<file path="config.mk">
export PLATFORM = sky130hd
export DESIGN_NAME = neuron_mac
export DESIGN_NICKNAME = d
export VERILOG_FILES = /design/src/rtl/neuron_mac.sv
export SDC_FILE = /design/constraint.sdc
export NUM_CORES = 1
export LEC_CHECK = 0
export CELL_PAD_IN_SITES_DETAIL_PLACEMENT = 2
export CELL_PAD_IN_SITES_GLOBAL_PLACEMENT = 2
export CORE_MARGIN = 2
export CORE_UTILIZATION = 37
export CTS_BUF_LIST = sky130_fd_sc_hd__clkbuf_2 sky130_fd_sc_hd__clkbuf_4 sky130_fd_sc_hd__clkbuf_8
export DETAILED_ROUTE_END_ITERATION = 12
export PLACE_DENSITY_LB_ADDON = 0.1
export SLEW_MARGIN = 15
export SYNTH_ARGS = -nofsm -noshare
export SYNTH_HDL_FRONTEND = slang
export SYNTH_SLANG_ARGS = --single-unit
</file>
<file path="constraint.sdc">
create_clock -name clk -period 8 [get_ports clk]
set_input_delay 1.2 -clock clk [delete_from_list [all_inputs] [get_ports clk]]
set_output_delay 1.2 -clock clk [all_outputs]
set_load 0.1 [all_outputs]
</file>
<file path="src/rtl/neuron_mac.sv">
// Streaming signed dot-product accumulator: bias + sum(data*weight) over N_IN beats,
// rounded once and saturated to the BITS-wide QI.FRAC input format of the sigmoid.
module neuron_mac #(
  parameter int BITS  = 16,
  parameter int FRAC  = 8,
  parameter int N_IN  = 8,
  parameter int ACC_W = 40
) (
  input  logic            clk,
  input  logic            rst,
  input  logic            clear,
  input  logic            in_valid,
  output logic            in_ready,
  input  logic [BITS-1:0] in_data,
  input  logic [BITS-1:0] in_weight,
  input  logic [BITS-1:0] in_bias,
  output logic            out_valid,
  input  logic            out_ready,
  output logic [BITS-1:0] out_x,
  output logic            out_sat,
  output logic [1:0]      dbg_state
);

  // Handshakes: a beat transfers on a rising edge where in_valid && in_ready;
  // a result transfers where out_valid && out_ready. in_ready depends on state only.
  typedef enum logic [1:0] {
    IDLE  = 2'd0,
    ACCUM = 2'd1,
    OUT   = 2'd2
  } state_t;

  localparam int CNT_W = $clog2(N_IN + 1);
  localparam logic signed [ACC_W-1:0] HALF = ACC_W'(1) << (FRAC - 1);
  localparam logic signed [ACC_W-1:0] MAXV = (ACC_W'(1) << (BITS - 1)) - ACC_W'(1);
  localparam logic signed [ACC_W-1:0] MINV = -(ACC_W'(1) << (BITS - 1));

  state_t                  state, state_nxt;
  logic signed [ACC_W-1:0] acc, acc_sum, bias_ext, prod_ext, rnd;
  logic signed [2*BITS-1:0] prod;
  logic [CNT_W-1:0]        cnt, cnt_sum;
  logic                    beat, done;
  logic [BITS-1:0]         x_fin;
  logic                    sat_fin;

  assign dbg_state = state;
  assign in_ready  = (state != OUT);
  assign beat      = in_valid && in_ready;

  assign prod     = $signed(in_data) * $signed(in_weight);
  assign prod_ext = ACC_W'(prod);
  assign bias_ext = ACC_W'($signed(in_bias)) <<< FRAC;
  assign acc_sum  = ((state == IDLE) ? bias_ext : acc) + prod_ext;
  assign cnt_sum  = (state == IDLE) ? CNT_W'(1) : cnt + CNT_W'(1);
  assign done     = (cnt_sum == CNT_W'(N_IN));

  // Single rounding step (half toward +inf) on the final sum, then clamp.
  assign rnd = (acc_sum + HALF) >>> FRAC;

  always_comb begin
    x_fin   = rnd[BITS-1:0];
    sat_fin = 1'b0;
    if (rnd > MAXV) begin
      x_fin   = MAXV[BITS-1:0];
      sat_fin = 1'b1;
    end else if (rnd < MINV) begin
      x_fin   = MINV[BITS-1:0];
      sat_fin = 1'b1;
    end
  end

  always_comb begin
    state_nxt = state;
    case (state)
      IDLE, ACCUM: if (beat) state_nxt = done ? OUT : ACCUM;
      OUT:         if (out_ready) state_nxt = IDLE;
      default:     state_nxt = IDLE;
    endcase
    if (clear) state_nxt = IDLE;
  end

  always_ff @(posedge clk or posedge rst) begin
    if (rst) begin
      state     <= IDLE;
      acc       <= '0;
      cnt       <= '0;
      out_valid <= 1'b0;
      out_x     <= '0;
      out_sat   <= 1'b0;
    end else if (clear) begin
      state     <= IDLE;
      acc       <= '0;
      cnt       <= '0;
      out_valid <= 1'b0;
      out_x     <= '0;
      out_sat   <= 1'b0;
    end else begin
      state <= state_nxt;
      if (beat) begin
        acc <= acc_sum;
        cnt <= cnt_sum;
        if (done) begin
          out_valid <= 1'b1;
          out_x     <= x_fin;
          out_sat   <= sat_fin;
        end
      end
      if (state == OUT && out_ready) out_valid <= 1'b0;
    end
  end

endmodule

</file>
==> flow_metrics.py <==
metrics = {
    "run_status": {
        "run_status": "finished, violations left",
        "violations": "negative setup slack",
    },
    "route": {
        "viasPerCell": 6.00,
        "wirelength_met1_mm": 33.8,
        "drt-total-wl_mm": 101,
        "top_layer": "met4",
        "ant_nets": 0,
        "wl_met3_mm": 5.82,
        "firstDrtPassIters": 5,
        "route.detailed.drc": 0,
        "vias": 17573,
        "wl_per_cell_um": 34.6,
        "drtIter0Drc": 1168,
        "met2_length_mm": 51.9,
    },
    "floorplan": {
        "die-area_mm2": 0.0474,
        "die_y_um": 218,
        "initial_core_util": 0.374,
        "die_x_um": 218,
        "coreArea_mm2": 0.0452,
        "rows": 78,
        "ios": 74,
    },
    "synth": {
        "ys_types": 93,
        "synth_common_cells": "inv_1 (351), fa_1 (330), nand2_1 (232), and2_1 (141), ha_1 (117)",
        "ys_seq_area_frac": 0.0948,
        "synth_top_family_by_area": "adder cells",
        "synth_ff_type": "dfrtp_1",
        "avgSynthCellArea_um2": 9.20,
        "synth_seq_cells": 64,
        "syn_area_mm2": 0.0169,
        "ys_warn_count": 0,
        "yosys.area_share.simple": 0.170,
        "synth_compound_gate_area_share": 0.125,
        "syn_inst": 1836,
        "synthTopCellsByArea": "fa_1 (39%), dfrtp_1 (9.5%), ha_1 (8.7%)",
        "synth_edf_count": 0,
        "synthAdderAreaFrac": 0.478,
        "yosysTopAreaCell": "fa_1",
        "syn_nets": 2336,
        "synthMuxAreaShare": 0.00356,
        "netlist.area_leader.share": 0.391,
        "synthArstFlopShare": 1.00,
        "synth_xor_area_frac": 0.0299,
        "yosysMostFrequentCell": "inv_1",
    },
    "sta": {
        "period_needed_ns": 9.35,
        "fin_skew_ns": 0.0169,
        "hold_viol": 0,
        "finalSetupViolations": 18,
        "rsz0062_at_grt": "yes",
        "worst_slack_ns": -1.35,
        "finalCritPeriodShare": 1.17,
        "worst_pin_slew_ns": 1.07,
        "drv_slew": 0,
        "clock.fmax_mhz": 107,
        "holdWs_ns": 0.506,
        "slew_headroom": 0.284,
    },
    "clocking": {
        "clkLatencyLatePin_ns": 0.40,
        "h-tree-depth": 3,
        "cts-root-buf": "clkbuf_8",
        "cts_buffer_depth": 2,
        "numCtsBuffers": 9,
        "clock_sink_count": 64,
        "ctsHoldBuffers": 0,
        "cts_tree": "yes",
        "clk_pin_slew_ns": 0.10,
    },
    "critical_path": {
        "path_delay_family": "adder cells",
        "cp_slowest_cell": "fa_1",
        "cp_max_fo": 8,
        "worst-path-buf-inv": 11,
        "crit_path_end_kind": "flip-flop",
        "crit_arrival_ns": 9.67,
        "startpoint_type": "input pin",
        "cp_common_cell": "fa_1",
        "critPathMaxStageDelay_ns": 0.65,
        "worst-setup-path-type": "input pin to flip-flop",
        "required_ns": 8.32,
    },
    "finish": {
        "synthToLayoutAreaGrowth_pct": 42.5,
        "drive_gt1_frac": 0.363,
        "layoutNonFillerInstCount": 2929,
        "finalInstanceArea_mm2": 0.0241,
        "post-route-util": 0.533,
        "final_nets": 2823,
    },
    "grt": {
        "first_global_vias": 19214,
        "grt_pass1_wl_mm": 116,
        "grt_use_total": 0.322,
        "grt_overflow_total": 0,
        "antenna_found_initial": 1,
        "grt_max_degree": 65,
    },
    "placement": {
        "gp_congestion": 0.864,
        "portBuffers": 73,
        "dp_cells": 2774,
        "hpwl_mm": 52.4,
        "placed_area_mm2": 0.0209,
    },
    "job": {
        "maxCapViolCount": 0,
    },
    "hold_path": {
        "hp-class": "flip-flop to flip-flop",
    },
}
[logic make-up after synthesis]
kind of cell / count (synthesis)
buffers and inverters: 427
muxes: 6
adders and majority gates: 447
xor gates and xnor gates: 56
and+or+nand+nor: 559
DFF: 64
AOI/OAI and AO/OA: 277
[cell type report]
type / instances / area (µm²)
fill: 4624 / 21100
multi-input combinational: 1345 / 15300
timing repair buffer: 552 / 4920
sequential: 64 / 1600
inverter: 351 / 1320
tap: 600 / 751
clock buffer: 11 / 151
clock inverter: 5 / 38.8
antenna: 1 / 2.50
[final timing paths]
path / from / end / slack, ns / cells past startpoint
worst max-delay path: in_weight[11] / out_x[13] / -1.35 / 31
worst min-delay path: acc[31] / acc[31] / 0.51 / 2
worst max register to register: dbg_state[1] / out_x[13] / -0.61 / 27
worst min register to register: acc[31] / acc[31] / 0.51 / 2
max in group asynchronous: rst / out_x[15] / 5.95 / 3
min in group asynchronous: rst / acc[38] / 1.41 / 3
[worst register-to-register path: cells and delay by family (launching register included)]
family                   cells  cell delay (ns)
adder cells (fa/ha/maj)      6             2.90
AO/OA/AOI/OAI                7             2.25
AND/OR/NAND/NOR              8             1.92
buffers and inverters        6             1.03
flip-flops                   1             0.46
[what timing repair did]
item | CTS | global route
gates resized for setup | 304 | 235
pin swaps | 106 | 179
setup buffers | 79 | 60
cloned | 8 | 1
endpoints found under the setup margin | 19 | 17
endpoints found under the hold margin | 0 | 0
[routing by layer]
layer,GRT usage,vias to the layer above
met5,0,-
met4,0.128,0
met3,0.0271,599
met2,0.623,1042
met1,0.360,9103
li1,-,6829
[state kept, by name (all words and copies together) (netlist names)]
name and cells:
acc 40, cnt 4, out_sat 1, out_valid 1
dbg_state 2, out_x 16
[metrics by stage]
step                setup WS (ns)  TNS (ns)
finish                      -1.35    -20.89
global route                -1.41    -22.38
CTS                        -0.455     -7.13
detailed placement          -1.67    -29.41
global placement            -1.39    -24.06
floorplan                  -0.383     -5.48
[cell usage in the layout, fill, tap and decap left out, drive strengths merged, types with 6 or more instances in the layout]
master         count
buf              493
inv              353
fa               330
nand2            232
and2             142
ha               117
dfrtp             64
o21ai             57
nor2              55
a21oi             47
clkdlybuf4s50     42
xnor2             38
a21o              29
nor3              21
a22o              20
nand3             19
xor2              18
clkbuf            18
nor4              17
a221o             16
nand4             16
o211ai            13
and3              13
a211oi            11
or2               10
a31oi             10
o21a               8
a31o               7
or3                7
mux2i              6
Power is not shown: default switching activity piles up to over one toggle a cycle in this logic, so the estimate is an artifact.
